===== src/rtl/kme_clk_run_pkg.sv =====
// -----------------------------------------------------------------------------
// kme_clk_run_pkg
// Shared types and default widths for the KME run-control stage.
//   cmd_op_e : encoding of the cmd_op bus (STOP / RUN_FREE / RUN_N / STEP)
//   state_e  : run-control state (IDLE / RUN_FREE / RUN_N)
// -----------------------------------------------------------------------------
package kme_clk_run_pkg;

    localparam int CNT_W_DEF     = 32;
    localparam int CYC_W_DEF     = 64;
    localparam int HALT_SRCS_DEF = 4;

    typedef enum logic [1:0] {
        OP_STOP     = 2'd0,
        OP_RUN_FREE = 2'd1,
        OP_RUN_N    = 2'd2,
        OP_STEP     = 2'd3
    } cmd_op_e;

    typedef enum logic [1:0] {
        ST_IDLE     = 2'd0,
        ST_RUN_FREE = 2'd1,
        ST_RUN_N    = 2'd2
    } state_e;

endpackage


===== src/rtl/kme_run_cnt.sv =====
// -----------------------------------------------------------------------------
// kme_run_cnt
// Loadable down-counter holding the cycles left in a RUN_N / STEP run.
// Ports:
//   clk, rst_n : master clock, asynchronous active-low reset
//   load       : load load_val (has priority over dec)
//   load_val   : value to load
//   dec        : decrement by one (saturates at zero)
//   count      : current count
//   zero       : count == 0
//   last       : count == 1, i.e. the current enabled cycle is the final one
// -----------------------------------------------------------------------------
module kme_run_cnt #(
    parameter int W = 32
) (
    input  logic         clk,
    input  logic         rst_n,
    input  logic         load,
    input  logic [W-1:0] load_val,
    input  logic         dec,
    output logic [W-1:0] count,
    output logic         zero,
    output logic         last
);

    always_ff @(posedge clk or negedge rst_n) begin
        if (!rst_n) begin
            count <= '0;
        end else if (load) begin
            count <= load_val;
        end else if (dec && !zero) begin
            count <= count - W'(1);
        end
    end

    assign zero = (count == '0);
    assign last = (count == W'(1));

endmodule


===== src/rtl/kme_clk_run_ctrl.sv =====
// -----------------------------------------------------------------------------
// kme_clk_run_ctrl
// Run control for the KME DUT clock: produces a registered clock enable that
// lets the bench run free, run exactly N cycles, single-step, or halt on a
// STOP command or an external breakpoint. Counts every enabled cycle.
// Ports:
//   clk         : master clock (only clock in the block)
//   rst_n       : asynchronous active-low reset
//   cmd_valid   : command strobe
//   cmd_ready   : command accepted when cmd_valid && cmd_ready (low in reset)
//   cmd_op      : 0=STOP 1=RUN_FREE 2=RUN_N 3=STEP
//   cmd_cycles  : cycle count for RUN_N
//   halt_req    : level-sensitive breakpoint requests, any bit halts a run
//   clk_en      : registered DUT clock enable
//   running     : high in RUN_FREE or RUN_N
//   done        : one-cycle pulse when RUN_N or STEP completes
//   halted      : sticky halt flag, cleared by the next accepted run command
//   halt_cause  : halt_req bits captured at halt, zero for STOP
//   remaining   : cycles left in the current RUN_N
//   cycle_count : total enabled cycles, wraps silently
// -----------------------------------------------------------------------------
module kme_clk_run_ctrl
    import kme_clk_run_pkg::*;
#(
    parameter int CNT_W     = CNT_W_DEF,
    parameter int CYC_W     = CYC_W_DEF,
    parameter int HALT_SRCS = HALT_SRCS_DEF
) (
    input  logic                 clk,
    input  logic                 rst_n,
    input  logic                 cmd_valid,
    output logic                 cmd_ready,
    input  logic [1:0]           cmd_op,
    input  logic [CNT_W-1:0]     cmd_cycles,
    input  logic [HALT_SRCS-1:0] halt_req,
    output logic                 clk_en,
    output logic                 running,
    output logic                 done,
    output logic                 halted,
    output logic [HALT_SRCS-1:0] halt_cause,
    output logic [CNT_W-1:0]     remaining,
    output logic [CYC_W-1:0]     cycle_count
);

    state_e               state;
    state_e               state_nxt;
    cmd_op_e              op;
    logic                 cmd_fire;
    logic                 halt_any;
    logic                 clk_en_nxt;
    logic                 done_nxt;
    logic                 halted_nxt;
    logic [HALT_SRCS-1:0] cause_nxt;
    logic                 cnt_load;
    logic [CNT_W-1:0]     cnt_load_val;
    logic                 cnt_dec;
    logic                 cnt_zero;
    logic                 cnt_last;

    // Ready is simply "out of reset": every command is accepted immediately.
    assign cmd_ready = rst_n;
    assign cmd_fire  = cmd_valid && cmd_ready;
    assign op        = cmd_op_e'(cmd_op);
    assign halt_any  = |halt_req;
    assign running   = (state != ST_IDLE);

    // An enabled RUN_N cycle consumes one count even if a STOP or halt lands
    // in that same cycle; a new RUN_N/STEP load overrides the decrement.
    assign cnt_dec = (state == ST_RUN_N) && clk_en;

    kme_run_cnt #(
        .W (CNT_W)
    ) u_run_cnt (
        .clk      (clk),
        .rst_n    (rst_n),
        .load     (cnt_load),
        .load_val (cnt_load_val),
        .dec      (cnt_dec),
        .count    (remaining),
        .zero     (cnt_zero),
        .last     (cnt_last)
    );

    // Priority: accepted command > RUN_N completion > breakpoint halt.
    always_comb begin
        state_nxt    = state;
        done_nxt     = 1'b0;
        halted_nxt   = halted;
        cause_nxt    = halt_cause;
        cnt_load     = 1'b0;
        cnt_load_val = cmd_cycles;

        if (cmd_fire) begin
            case (op)
                OP_STOP: begin
                    state_nxt  = ST_IDLE;
                    halted_nxt = 1'b1;
                    cause_nxt  = '0;
                end
                OP_RUN_FREE: begin
                    state_nxt  = ST_RUN_FREE;
                    halted_nxt = 1'b0;
                    cause_nxt  = '0;
                end
                OP_RUN_N: begin
                    cnt_load   = 1'b1;
                    halted_nxt = 1'b0;
                    cause_nxt  = '0;
                    // A zero-length run completes immediately without enabling.
                    if (cmd_cycles == '0) begin
                        state_nxt = ST_IDLE;
                        done_nxt  = 1'b1;
                    end else begin
                        state_nxt = ST_RUN_N;
                    end
                end
                OP_STEP: begin
                    cnt_load     = 1'b1;
                    cnt_load_val = CNT_W'(1);
                    state_nxt    = ST_RUN_N;
                    halted_nxt   = 1'b0;
                    cause_nxt    = '0;
                end
                default: begin
                    state_nxt = state;
                end
            endcase
        end else if ((state == ST_RUN_N) && (cnt_last || cnt_zero)) begin
            // Completion beats a breakpoint arriving on the final cycle.
            state_nxt = ST_IDLE;
            done_nxt  = 1'b1;
        end else if ((state != ST_IDLE) && halt_any) begin
            state_nxt  = ST_IDLE;
            halted_nxt = 1'b1;
            cause_nxt  = halt_req;
        end

        clk_en_nxt = (state_nxt != ST_IDLE);
    end

    always_ff @(posedge clk or negedge rst_n) begin
        if (!rst_n) begin
            state      <= ST_IDLE;
            clk_en     <= 1'b0;
            done       <= 1'b0;
            halted     <= 1'b0;
            halt_cause <= '0;
        end else begin
            state      <= state_nxt;
            clk_en     <= clk_en_nxt;
            done       <= done_nxt;
            halted     <= halted_nxt;
            halt_cause <= cause_nxt;
        end
    end

    always_ff @(posedge clk or negedge rst_n) begin
        if (!rst_n) begin
            cycle_count <= '0;
        end else if (clk_en) begin
            cycle_count <= cycle_count + CYC_W'(1);
        end
    end

endmodule

===== config.mk =====
export PLATFORM = sky130hd
export DESIGN_NAME = kme_clk_run_ctrl
export DESIGN_NICKNAME = d
export VERILOG_FILES = /design/src/rtl/kme_clk_run_pkg.sv /design/src/rtl/kme_run_cnt.sv /design/src/rtl/kme_clk_run_ctrl.sv
export SDC_FILE = /design/constraint.sdc
export NUM_CORES = 1
export LEC_CHECK = 0
export CORE_UTILIZATION = 49
export DETAILED_ROUTE_END_ITERATION = 16
export PLACE_DENSITY_LB_ADDON = 0.15
export SLEW_MARGIN = 40
export SYNTH_ARGS = -nofsm -noshare
export SYNTH_HDL_FRONTEND = slang
export SYNTH_SLANG_ARGS = --single-unit

===== constraint.sdc =====
create_clock -name clk -period 3.1 [get_ports clk]
set_input_delay 0.62 -clock clk [delete_from_list [all_inputs] [get_ports clk]]
set_output_delay 0.62 -clock clk [all_outputs]
set_load 0.01 [all_outputs]

Word-level counts from Yosys, hierarchy flattened

Cells that the tools add are included.

Muxes and demuxes: 23
Reduce and logical (&&, ||, !) cells: 19
Equality and inequality tests: 6
Add/subtract/negate cells: 2

Operator list:

| cell                  | count |
|---|---|
| $mux 32               | 4 |
| $add 64x1->64 const B | 1 |
| $logic_not 32->1      | 2 |
| $eq 32x1->1 const B   | 1 |
| $sub 32x1->32 const B | 1 |
| $mux 4                | 4 |
| $mux 1                | 9 |
| $mux 2                | 4 |
| $pmux 2 s4            | 1 |
| $reduce_bool 2->1     | 4 |
| $reduce_or 4->1       | 2 |
| $eq 2x2->1 const B    | 3 |
| $logic_and 1x1->1     | 5 |
| $reduce_or 3->1       | 1 |
| $eq 2x1->1 const B    | 1 |
| $logic_not 2->1       | 1 |
| $ne 2x2->1 const B    | 1 |
| $pmux 1 s2            | 1 |
| $reduce_and 2->1      | 1 |
| $reduce_or 2->1       | 1 |
| $logic_not 1->1       | 1 |
| $logic_or 1x1->1      | 1 |

Register bits after elaboration: 105
Logic and storage cells: 57

Depth between registers and ports, before layout

Gate-level depths: netlist (run 1).

Depth in word-level cells: 6
Depth in mapped cells: 8
Depth with buffers taken out: 7

By module

Synthesis (run 1) repeated with hierarchy kept, for this count alone.

Cell total of the unflattened synthesis: 587
Area, all modules: 5713.0 um^2

Modules (own cells, without submodules):

| module           | instances | cells each | area an instance (um^2) | sequential area each (um^2) |
|---|---|---|---|---|
| kme_clk_run_ctrl | 1         | 355        | 3706.1                  | 1826.8 |
| kme_run_cnt      | 1         | 232        | 2006.9                  | 800.8 |

Worst setup path after synthesis (run 1)

Ideal clock, no wire load.

Path kind: reg-to-reg
Start: reg u_run_cnt.count[7]
End: reg u_run_cnt.count[30]
Data arrival time: 2.338 ns
Stages on the path, launching flop included: 8
Library setup time: 0.080 ns
Path slack: 0.682 ns
Path buffers: 1
Path through: dfrtp_1 -> nor4_4 -> nand4_2 -> or4_4 -> or2_1 -> buf_2 -> or4_4 -> o211ai_2

Cells in the longest elaborated chain, start to end: 4
Elaborated cells between the ends (all ways): 7

Ends and longest elaborated chain:

| what                                                                  | line              | RTL |
|---|---|---|
| from (decl)                                                           | kme_run_cnt.sv:21 | `output logic [W-1:0] count,` |
| from (signal assigned)                                                | kme_run_cnt.sv:30 | `count <= load_val;` |
| from (signal assigned)                                                | kme_run_cnt.sv:32 | `count <= count - W'(1);` |
| parallel branches: the longest is 4 deep, another holds $sub 32x1->32 | n/a               |  |

Several ways; the timed one is not identified. The select of a mux whose other input is x is not followed.
A chain may end at the register's enable or synchronous reset.

Worst setup path after layout (run 1)

Start: reg u_run_cnt.count[29]
End: reg u_run_cnt.count[12]

Cells in the longest elaborated chain, start to end: 4

Ends and longest elaborated chain:

| what                        | line              | RTL |
|---|---|---|
| $logic_not 32->1            | kme_run_cnt.sv:36 | `assign zero = (count == '0);` |
| $logic_not 1->1             | kme_run_cnt.sv:31 | `end else if (dec && !zero) begin` |
| $logic_and 1x1->1           | kme_run_cnt.sv:31 |  |
| $reduce_bool 2->1 (no line) | n/a               |  |

No other way between the ends.

==> impl_metrics.env, run 1 <==
export IMPL_period_share_pct=82.4
export IMPL_diodes=0
export IMPL_num_rows=37
export IMPL_cts_tree="built"
export IMPL_cts_root_buf="clkbuf_8"
export IMPL_status="finished clean"
export IMPL_crit_fanout=13
export IMPL_yosys_cell_types_count=48
export IMPL_nNetsFinal=734
export IMPL_ys_ff_latch=105
export IMPL_syn_mean_instance_area_um2=9.82
export IMPL_arrival_ps=2810
export IMPL_crit_buf_inv=1
export IMPL_criticalPathCategory="flip-flop to flip-flop"
export IMPL_yosys_warnings=0
export IMPL_crit_required_ps=3360
export IMPL_synthCells=538
export IMPL_cts_buffers=9
export IMPL_gp_congestion=0.902
export IMPL_post_cts_buffers=0
export IMPL_power_density_nw_per_um2=436
export IMPL_p_leak_nw=2.82
export IMPL_clk_latency_ps=370
export IMPL_finClkSkew_ps=8.76
export IMPL_final_fill_count=824
export IMPL_crit_chain="nor4_1 -> nand4_1 -> nor4_2 -> buf_4 -> or3b_2 -> xor2_1 -> a21oi_1"
export IMPL_dieWidth_um=106
export IMPL_final_core_util_pct=68.7
export IMPL_async_flop_share_pct=100
export IMPL_slew_limit_headroom_pct=55.5
export IMPL_end_kind="flip-flop"
export IMPL_drive_gt1_share_pct=6.19
export IMPL_maxCapViolCount=0
export IMPL_areaGrowthSynthToFinish_pct=34.9
export IMPL_cp_start_kind="flip-flop"
export IMPL_power_internal_mw=2.23
export IMPL_seq_area_frac_synth_pct=49.8
export IMPL_grt_pass1_vias=4639
export IMPL_hp_class="primary input to async pin"
export IMPL_fmax_mhz=391
export IMPL_hold_viol=0
export IMPL_drt_vias_per_instance=5.66
export IMPL_hpwl_mm=10.0
export IMPL_cts_resized_gates=0
export IMPL_drc=0
export IMPL_grt_setup_unrepaired="false"
export IMPL_cpPeakStageDelay_ps=600
export IMPL_cts_reportedPaths_clkPinSlew_ps=90
export IMPL_p_clk_share_pct=27.6
export IMPL_io_buffers=145
export IMPL_swShare_pct=28.4
export IMPL_num_vias=4700
export IMPL_dieHeight_um=106
export IMPL_drt_initial_drc_count=194
export IMPL_num_io_pins=146
export IMPL_core_region_area_um2=10400
export IMPL_combinationalPowerShare_pct=19.8
export IMPL_slowest_stage="nor4_2"
export IMPL_grt_overflow=0
export IMPL_finalSetupViolCount=0
export IMPL_grt_max_degree=54
export IMPL_detail_route_antenna_nets=0
export IMPL_routed_wl_mm=13.1
export IMPL_grt_antenna_before_repair=0
export IMPL_fp_dieArea_um2=11200
export IMPL_grt_total_usage_pct=25.1
export IMPL_first_pass_iters=4
export IMPL_avgRoutedWirePerCell_um=15.8
export IMPL_power_share_sequential_pct=52.6
export IMPL_hold_worst_slack_ps=92.5
export IMPL_slew_violations=0
export IMPL_syn_nets=582
export IMPL_initial_core_util_pct=50.9
export IMPL_finalSetupTns_ps=0
export IMPL_cts_hold_buf=0
export IMPL_htree_levels=3
export IMPL_synthFlopType="dfrtp_1"
export IMPL_tightest_slew_ps=660
export IMPL_peakVddDrop_mv=0.232
export IMPL_switchingPower_uw=881
export IMPL_synth_edf_count=0
export IMPL_clockBufferDepth=2
export IMPL_min_period_ps=2550
export IMPL_cts_sinks=105
export IMPL_grt_pass1_wl_mm=22.2
export IMPL_syn_area_um2=5280
export IMPL_critPathTopFamily="simple AND/OR/NAND/NOR gates"
## power by group through the flow
stage	registers [mW]	clock network, mW	logic, mW
2_1_floorplan	1.68	0	0.213
3_3_place_gp	1.65	0	0.610
4_1_cts	1.63	0.881	0.621
6_report	1.63	0.857	0.615
3_5_place_dp	1.66	0	0.617
5_1_grt	1.65	0.941	0.673
## worst reg2reg max path, delay by kind of cell, from the launching register on
family / cells / cell delay [ps]
XOR/XNOR: 1 / 150
AO/OA/AOI/OAI: 1 / 80
flip-flops: 1 / 440
AND/OR/NAND/NOR: 4 / 1480
buffers and inverters: 1 / 290
## stage by stage
step	cells	area, um2	power [mW]	worst slack (ps)
after floorplan	538	5280	1.89	682
after global placement	815	6930	2.26	433
after detailed placement	815	6930	2.28	370
after CTS	831	7120	3.14	555
after global routing	831	7120	3.27	310
final	831	7120	3.11	545
## cells in the final DEF (no fill, tap or decap), types with 3 or more instances in the layout
cell type / netlist / layout
nand4_1: 20 / 20
xor2_1: 23 / 23
inv_1: 10 / 10
a31oi_1: 4 / 4
nand2_1: 47 / 47
clkbuf_8: 0 / 10
nor3_1: 24 / 24
and4_1: 3 / 3
ha_1: 3 / 3
and2_1: 5 / 5
or3_1: 5 / 5
a21oi_1: 33 / 33
buf_4: 1 / 14
nand3_1: 48 / 48
dfrtp_1: 105 / 105
nor2_1: 30 / 30
or4_1: 3 / 3
o21ai_0: 19 / 19
and3_1: 12 / 12
nor4_1: 28 / 28
clkdlybuf4s50_1: 0 / 144
or2_2: 4 / 4
xnor2_1: 65 / 65
## cell usage after synthesis (2+ instances only)
| cell | n | area share, % |
|---|---|---|
| buf_2 | 2 | 0.19 |
| nor4_2 | 2 | 0.47 |
| nor2_1 | 30 | 2.1 |
| and2_1 | 5 | 0.59 |
| o21ai_0 | 19 | 1.8 |
| nor2b_1 | 2 | 0.24 |
| nor4_1 | 28 | 3.3 |
| nand4_1 | 20 | 2.4 |
| clkbuf_1 | 14 | 1.0 |
| dfrtp_1 | 105 | 50 |
| nand2b_1 | 2 | 0.24 |
| and4_1 | 3 | 0.50 |
| nand3_1 | 48 | 4.5 |
| a31oi_1 | 4 | 0.47 |
| and3_1 | 12 | 1.4 |
| or4_1 | 3 | 0.43 |
| a21oi_1 | 33 | 3.1 |
| inv_1 | 10 | 0.71 |
| or2_2 | 4 | 0.47 |
| nor3_1 | 24 | 2.3 |
| or4_4 | 2 | 0.43 |
| o31ai_1 | 2 | 0.28 |
| xor2_1 | 23 | 3.8 |
| or3_1 | 5 | 0.59 |
| nand2_1 | 47 | 3.3 |
| xnor2_1 | 65 | 11 |
| ha_1 | 3 | 0.71 |
## flip-flops by register name, summed over array words and instances (netlist names)
register         flops
halted               1
cycle_count         64
done                 1
u_run_cnt.count     32
halt_cause           4
state                2
clk_en               1
## worst paths after layout
kind	cells past startpoint	endpoint	slack, ps	start
setup reg to reg	7	u_run_cnt.count[12]	550	u_run_cnt.count[29]
max in group asynchronous	3	cycle_count[24]	1560	rst_n
setup / recovery	7	u_run_cnt.count[12]	550	u_run_cnt.count[29]
min in group clk	1	cycle_count[63]	480	cycle_count[63]
hold / removal	1	u_run_cnt.count[6]	90	rst_n
hold reg to reg	1	cycle_count[63]	480	cycle_count[63]
## cells by family after synthesis
family	synth area share (%)
simple gates	25.1
mux	0.213
fa+ha+maj	0.711
flops	49.8
xor+xnor	14.6
compound gates	7.56
buf+inv	2.04
## routing by layer
metal / track usage (%) / part of all wire, %
met1: 31.9 / 43
met2: 41.6 / 50
met3: 5.81 / 5.3
met4: 9.13 / 1.7
met5: 0 / 0
## cell type report
| class | count | area [um2] | area share [%] |
|---|---|---|---|
| Sequential cell | 105 | 2630 | 36.9 |
| Timing Repair Buffer | 158 | 1550 | 21.7 |
| Multi-Input combinational cell | 406 | 2550 | 35.7 |
| Clock buffer | 12 | 145 | 2.04 |
| Clock inverter | 4 | 51.3 | 0.720 |
| Tap cell | 136 | 170 | 2.39 |
| Inverter | 10 | 37.5 | 0.527 |
Power figures use the tool's default switching activity.
==> run 2: changes to the inputs <==
clock period = 2.4 ns   (was 3.1 ns; I/O delays follow)
==> run 2 against run 1 <==
  * Fmax grew 11%
  * Final area up 4.4%
  * Cell count increased by 4.0%
  * Sequential power grew 28%
  * Clock power rose by 30%
  * Largest cell class unchanged
  * Total power is 32% higher
  * Global-route usage grew 0.51 points
  * Clock skew down 2.3 ps
  * Critical endpoint is now u_run_cnt.count[30]
==> impl_metrics.env, run 2 (synthesis gave the netlist of run 1 again) <==
export IMPL_clockBufferDepth=2
export IMPL_p_leak_nw=2.99
export IMPL_fp_dieArea_um2=11200
export IMPL_switchingPower_mw=1.18
export IMPL_core_region_area_um2=10400
export IMPL_drc=0
export IMPL_grt_total_usage_pct=25.6
export IMPL_hpwl_mm=10.4
export IMPL_grt_antenna_before_repair=0
export IMPL_detail_route_antenna_nets=0
export IMPL_dieHeight_um=106
export IMPL_slew_violations=0
export IMPL_crit_fanout=5
export IMPL_diodes=0
export IMPL_cts_hold_buf=0
export IMPL_power_share_sequential_pct=50.8
export IMPL_drt_initial_drc_count=196
export IMPL_crit_chain="nor4_4 -> nand4_2 -> or4_4 -> or2_4 -> or4_4 -> o211ai_2"
export IMPL_first_pass_iters=5
export IMPL_crit_buf_inv=0
export IMPL_fmax_mhz=433
export IMPL_combinationalPowerShare_pct=22.3
export IMPL_avgRoutedWirePerCell_um=15.9
export IMPL_cts_reportedPaths_clkPinSlew_ps=100
export IMPL_areaGrowthSynthToFinish_pct=40.8
export IMPL_drive_gt1_share_pct=11.8
export IMPL_grt_overflow=0
export IMPL_p_clk_share_pct=26.9
export IMPL_top_register="cycle_count"
export IMPL_num_io_pins=146
export IMPL_num_rows=37
export IMPL_worst_path_most_repeated_cell="or4_4"
export IMPL_cts_buffers=9
export IMPL_hold_worst_slack_ps=12.2
export IMPL_final_fill_count=804
export IMPL_grt_setup_unrepaired="false"
export IMPL_power_density_nw_per_um2=552
export IMPL_grt_pass1_vias=4729
export IMPL_htree_levels=3
export IMPL_initial_core_util_pct=50.9
export IMPL_finalSetupViolCount=0
export IMPL_period_share_pct=96.1
export IMPL_drt_vias_per_instance=5.56
export IMPL_cts_root_buf="clkbuf_8"
export IMPL_maxCapViolCount=0
export IMPL_register_area_um2=2630
export IMPL_io_buffers=145
export IMPL_hp_class="primary input to async pin"
export IMPL_slew_limit_headroom_pct=58.7
export IMPL_num_vias=4806
export IMPL_arrival_ps=2600
export IMPL_status="finished clean"
export IMPL_cts_tree="built"
export IMPL_end_kind="flip-flop"
export IMPL_grt_pass1_wl_mm=22.7
export IMPL_swShare_pct=28.7
export IMPL_criticalPathCategory="flip-flop to flip-flop"
export IMPL_gp_congestion=0.890
export IMPL_power_internal_mw=2.93
export IMPL_clk_latency_ps=370
export IMPL_finClkSkew_ps=6.49
export IMPL_crit_required_ps=2700
export IMPL_hold_viol=0
export IMPL_cts_sinks=105
export IMPL_mostFrequentLayoutCells="clkdlybuf4s50_1 (144), dfrtp_1 (104), xnor2_1 (65), nand3_1 (48), nand2_1 (47)"
export IMPL_tightest_slew_ps=620
export IMPL_grt_max_degree=72
export IMPL_slowest_stage="or4_4"
export IMPL_final_common_cell="clkdlybuf4s50_1"
export IMPL_dieWidth_um=106
export IMPL_largest_reg_flops=64
export IMPL_reg_top3="cycle_count (64), u_run_cnt.count (32), halt_cause (4)"
export IMPL_cpPeakStageDelay_ps=460
export IMPL_cp_start_kind="flip-flop"
export IMPL_peakVddDrop_mv=0.303
export IMPL_critPathTopFamily="simple AND/OR/NAND/NOR gates"
export IMPL_routed_wl_mm=13.7
export IMPL_finalSetupTns_ps=0
export IMPL_multi_input_area_um2=2610
export IMPL_nNetsFinal=767
export IMPL_min_period_ps=2310
-- run 2: timing repair --
item,4_1_cts,5_1_grt
buffers inserted,2,1
pin swaps,1,4
setup endpoints to repair,4,30
resized for setup,1,9
endpoints found under the hold margin,0,0
cloned,0,0
-- run 2: power by group through the flow --
stage / combinational (mW) / sequential, mW / clock [mW]
2_1_floorplan: 0.275 / 2.17 / 0
3_3_place_gp: 0.880 / 2.10 / 0
3_5_place_dp: 0.902 / 2.11 / 0
4_1_cts: 0.911 / 2.08 / 1.13
5_1_grt: 0.989 / 2.11 / 1.19
6_report: 0.914 / 2.09 / 1.11
-- run 2: metrics by stage --
stage | util, % | cells | setup WS [ps] | area, um2 | power [mW]
6_report | 71.7 | 864 | 92.6 | 7440 | 4.11
5_1_grt | 71.7 | 864 | 5.71 | 7440 | 4.29
4_1_cts | 71.2 | 863 | 22.7 | 7380 | 4.12
3_5_place_dp | 69.0 | 845 | -246 | 7160 | 3.01
3_3_place_gp | 69.0 | 845 | -140 | 7150 | 2.98
2_1_floorplan | - | 538 | 31.1 | 5280 | 2.44
-- run 2: per-layer routing --
layer  up-vias  global-route usage (%)  part of all wire (%)
met3        20                    3.59                   5.6
met5         -                       0                     0
met4         0                    9.82                   1.6
met1      2315                    32.6                    42
li1       2304                       -                     -
met2       167                    44.1                    51
-- run 2: area by class of cell --
cell class / instances / area share, %
inverters: 10 / 0.505
multi-input cells: 406 / 35.0
repair buffers: 191 / 24.2
well taps: 136 / 2.29
clock inverters: 5 / 0.740
flip-flops and latches: 105 / 35.4
clock buffers: 11 / 1.90
-- run 2: final timing paths --
check                                    from                   to  slack, ps  cells after the start
setup / recovery           u_run_cnt.count[5]  u_run_cnt.count[30]         90                      6
hold / removal                          rst_n  u_run_cnt.count[19]         10                      1
setup reg to reg           u_run_cnt.count[5]  u_run_cnt.count[30]         90                      6
hold reg to reg               cycle_count[63]      cycle_count[63]        480                      1
max in group asynchronous               rst_n      cycle_count[33]       1480                      2
min in group clk              cycle_count[63]      cycle_count[63]        480                      1
-- run 2: worst register-to-register path, stage by stage (launching register included) --
cell and delay [ps]:
dfrtp_1 420, nor4_4 360, nand4_2 160, or4_4 460
or2_4 280, or4_4 430, o211ai_2 150
==> run 3: changes to the inputs <==
PLACE_DENSITY = 0.81   (was default)
PLACE_DENSITY_LB_ADDON = default   (was 0.15)
TNS_END_PERCENT = 50   (was default)
==> run 3 against run 2 <==
  * Worst setup slack got worse by 7.6 ps
  * Global-route usage fell by 0.23 points
  * Fmax decreased by 0.33%
  * Critical path type unchanged
==> impl_metrics.env, run 3 (synthesis gave the netlist of run 1 again) <==
export IMPL_r2r_setup_slack_ps=90
export IMPL_dieWidth_um=106
export IMPL_cts_tree="built"
export IMPL_avgRoutedWirePerCell_um=16.0
export IMPL_crit_required_ps=2680
export IMPL_critPathLaunch="u_run_cnt.count[5]"
export IMPL_tightest_slew_ps=582
export IMPL_min_period_ps=2310
export IMPL_finalSetupTns_ps=0
export IMPL_core_region_area_um2=10400
export IMPL_num_vias=4818
export IMPL_grt_total_usage_pct=25.4
export IMPL_period_share_pct=96.5
export IMPL_gp_congestion=0.856
export IMPL_hold_depth=1
export IMPL_drt_vias_per_instance=5.63
export IMPL_cts_sinks=105
export IMPL_reg2reg_depth=6
export IMPL_dieHeight_um=106
export IMPL_final_fill_count=810
export IMPL_grt_antenna_before_repair=0
export IMPL_swShare_pct=29.8
export IMPL_cts_buffers=9
export IMPL_layout_cells_non_filler=856
export IMPL_hold_end="cycle_count[63]"
export IMPL_arrival_ps=2600
export IMPL_combinationalPowerShare_pct=22.1
export IMPL_grt_overflow=0
export IMPL_p_clk_share_pct=25.4
export IMPL_detail_route_antenna_nets=0
export IMPL_finClkSkew_ps=14.1
export IMPL_final_core_util_pct=70.9
export IMPL_clk_latency_ps=360
export IMPL_top_register="cycle_count"
export IMPL_hpwl_mm=10.5
export IMPL_io_buffers=145
export IMPL_drive_gt1_share_pct=10.6
export IMPL_hold_worst_slack_ps=471
export IMPL_cts_root_buf="clkbuf_8"
export IMPL_largest_reg_flops=64
export IMPL_p_leak_nw=2.95
export IMPL_fmax_mhz=432
export IMPL_first_pass_iters=4
export IMPL_power_internal_mw=2.80
export IMPL_num_io_pins=146
export IMPL_fp_dieArea_um2=11200
export IMPL_end_kind="flip-flop"
export IMPL_areaGrowthSynthToFinish_pct=39.2
export IMPL_grt_max_degree=66
export IMPL_cts_reportedPaths_clkPinSlew_ps=100
export IMPL_grt_pass1_wl_mm=22.5
export IMPL_cp_start_kind="flip-flop"
export IMPL_power_density_nw_per_um2=541
export IMPL_reg_top3="cycle_count (64), u_run_cnt.count (32), halt_cause (4)"
export IMPL_crit_fanout=5
export IMPL_finalSetupViolCount=0
export IMPL_diodes=0
export IMPL_r2r_end="u_run_cnt.count[30]"
export IMPL_slew_violations=0
export IMPL_r2r_start="u_run_cnt.count[5]"
export IMPL_min_delay_start="cycle_count[63]"
export IMPL_initial_core_util_pct=50.9
export IMPL_final_common_cell="clkdlybuf4s50_1"
export IMPL_nNetsFinal=759
export IMPL_drc=0
export IMPL_grt_setup_unrepaired="false"
export IMPL_power_share_sequential_pct=52.6
export IMPL_drt_initial_drc_count=203
export IMPL_hp_class="flip-flop to flip-flop"
export IMPL_criticalPathCategory="flip-flop to flip-flop"
export IMPL_routed_wl_mm=13.7
export IMPL_mostFrequentLayoutCells="clkdlybuf4s50_1 (144), dfrtp_1 (104), xnor2_1 (65), nand3_1 (48), nand2_1 (47)"
export IMPL_slew_limit_headroom_pct=60.9
export IMPL_peakVddDrop_mv=0.321
export IMPL_switchingPower_mw=1.18
export IMPL_status="finished clean"
export IMPL_htree_levels=3
export IMPL_clockBufferDepth=2
export IMPL_total_power_mw=3.98
export IMPL_dp_cells=837
export IMPL_maxCapViolCount=0
export IMPL_grt_pass1_vias=4797
export IMPL_num_rows=37
export IMPL_hold_viol=0
run 3: layer usage:
metal	vias up	GRT usage, %	wire length (um)
met3	21	3.71	963
met2	208	44.8	6920
met1	2312	31.5	5560
met5	-	0	0
li1	2277	-	-
met4	0	9.03	248
run 3: how the worst max path moves through the flow:
| stage | to | slack (ps) |
|---|---|---|
| finish | u_run_cnt.count[30] | 90 |
| global route | u_run_cnt.count[30] | 10 |
| CTS | u_run_cnt.count[30] | 2 |
| detailed placement | clk_en | -230 |
| global placement | clk_en | -250 |
| floorplan | u_run_cnt.count[30] | 30 |
run 3: metrics by stage:
| step | worst slack [ps] | area [um2] |
|---|---|---|
| 5_1_grt | 12.9 | 7350 |
| 3_5_place_dp | -229 | 7110 |
| 3_3_place_gp | -245 | 7110 |
| 6_report | 85.0 | 7350 |
| 4_1_cts | 2.08 | 7290 |
| 2_1_floorplan | 31.1 | 5280 |
run 3: layout make-up:
type,count,area [um2],area share (%)
Timing Repair Buffer,183,1760,23.9
Sequential cell,105,2630,35.8
Clock inverter,6,50.0,0.681
Multi-Input combinational cell,406,2580,35.1
Tap cell,136,170,2.31
Inverter,10,37.5,0.511
Clock buffer,10,128,1.74
run 3: worst max-delay path: stages (launching register included):
cell,delay (ps)
dfrtp_1,430
nor4_4,320
nand4_2,150
or4_4,460
or2_4,280
or4_4,430
o211ai_2,170
run 3: power by group through the flow:
stage | clock [mW] | combinational [mW] | sequential (mW)
6_report | 1.01 | 0.879 | 2.09
5_1_grt | 1.11 | 0.956 | 2.12
4_1_cts | 1.03 | 0.876 | 2.08
3_5_place_dp | 0 | 0.868 | 2.12
3_3_place_gp | 0 | 0.854 | 2.11
2_1_floorplan | 0 | 0.275 | 2.17
run 3: what timing repair did:
item | in CTS | in global routing
resized for setup | 0 | 8
setup buffers | 0 | 2
hold endpoints to repair | 12 | 0
setup endpoints to repair | 0 | 25
hold buffers | 1 | 0
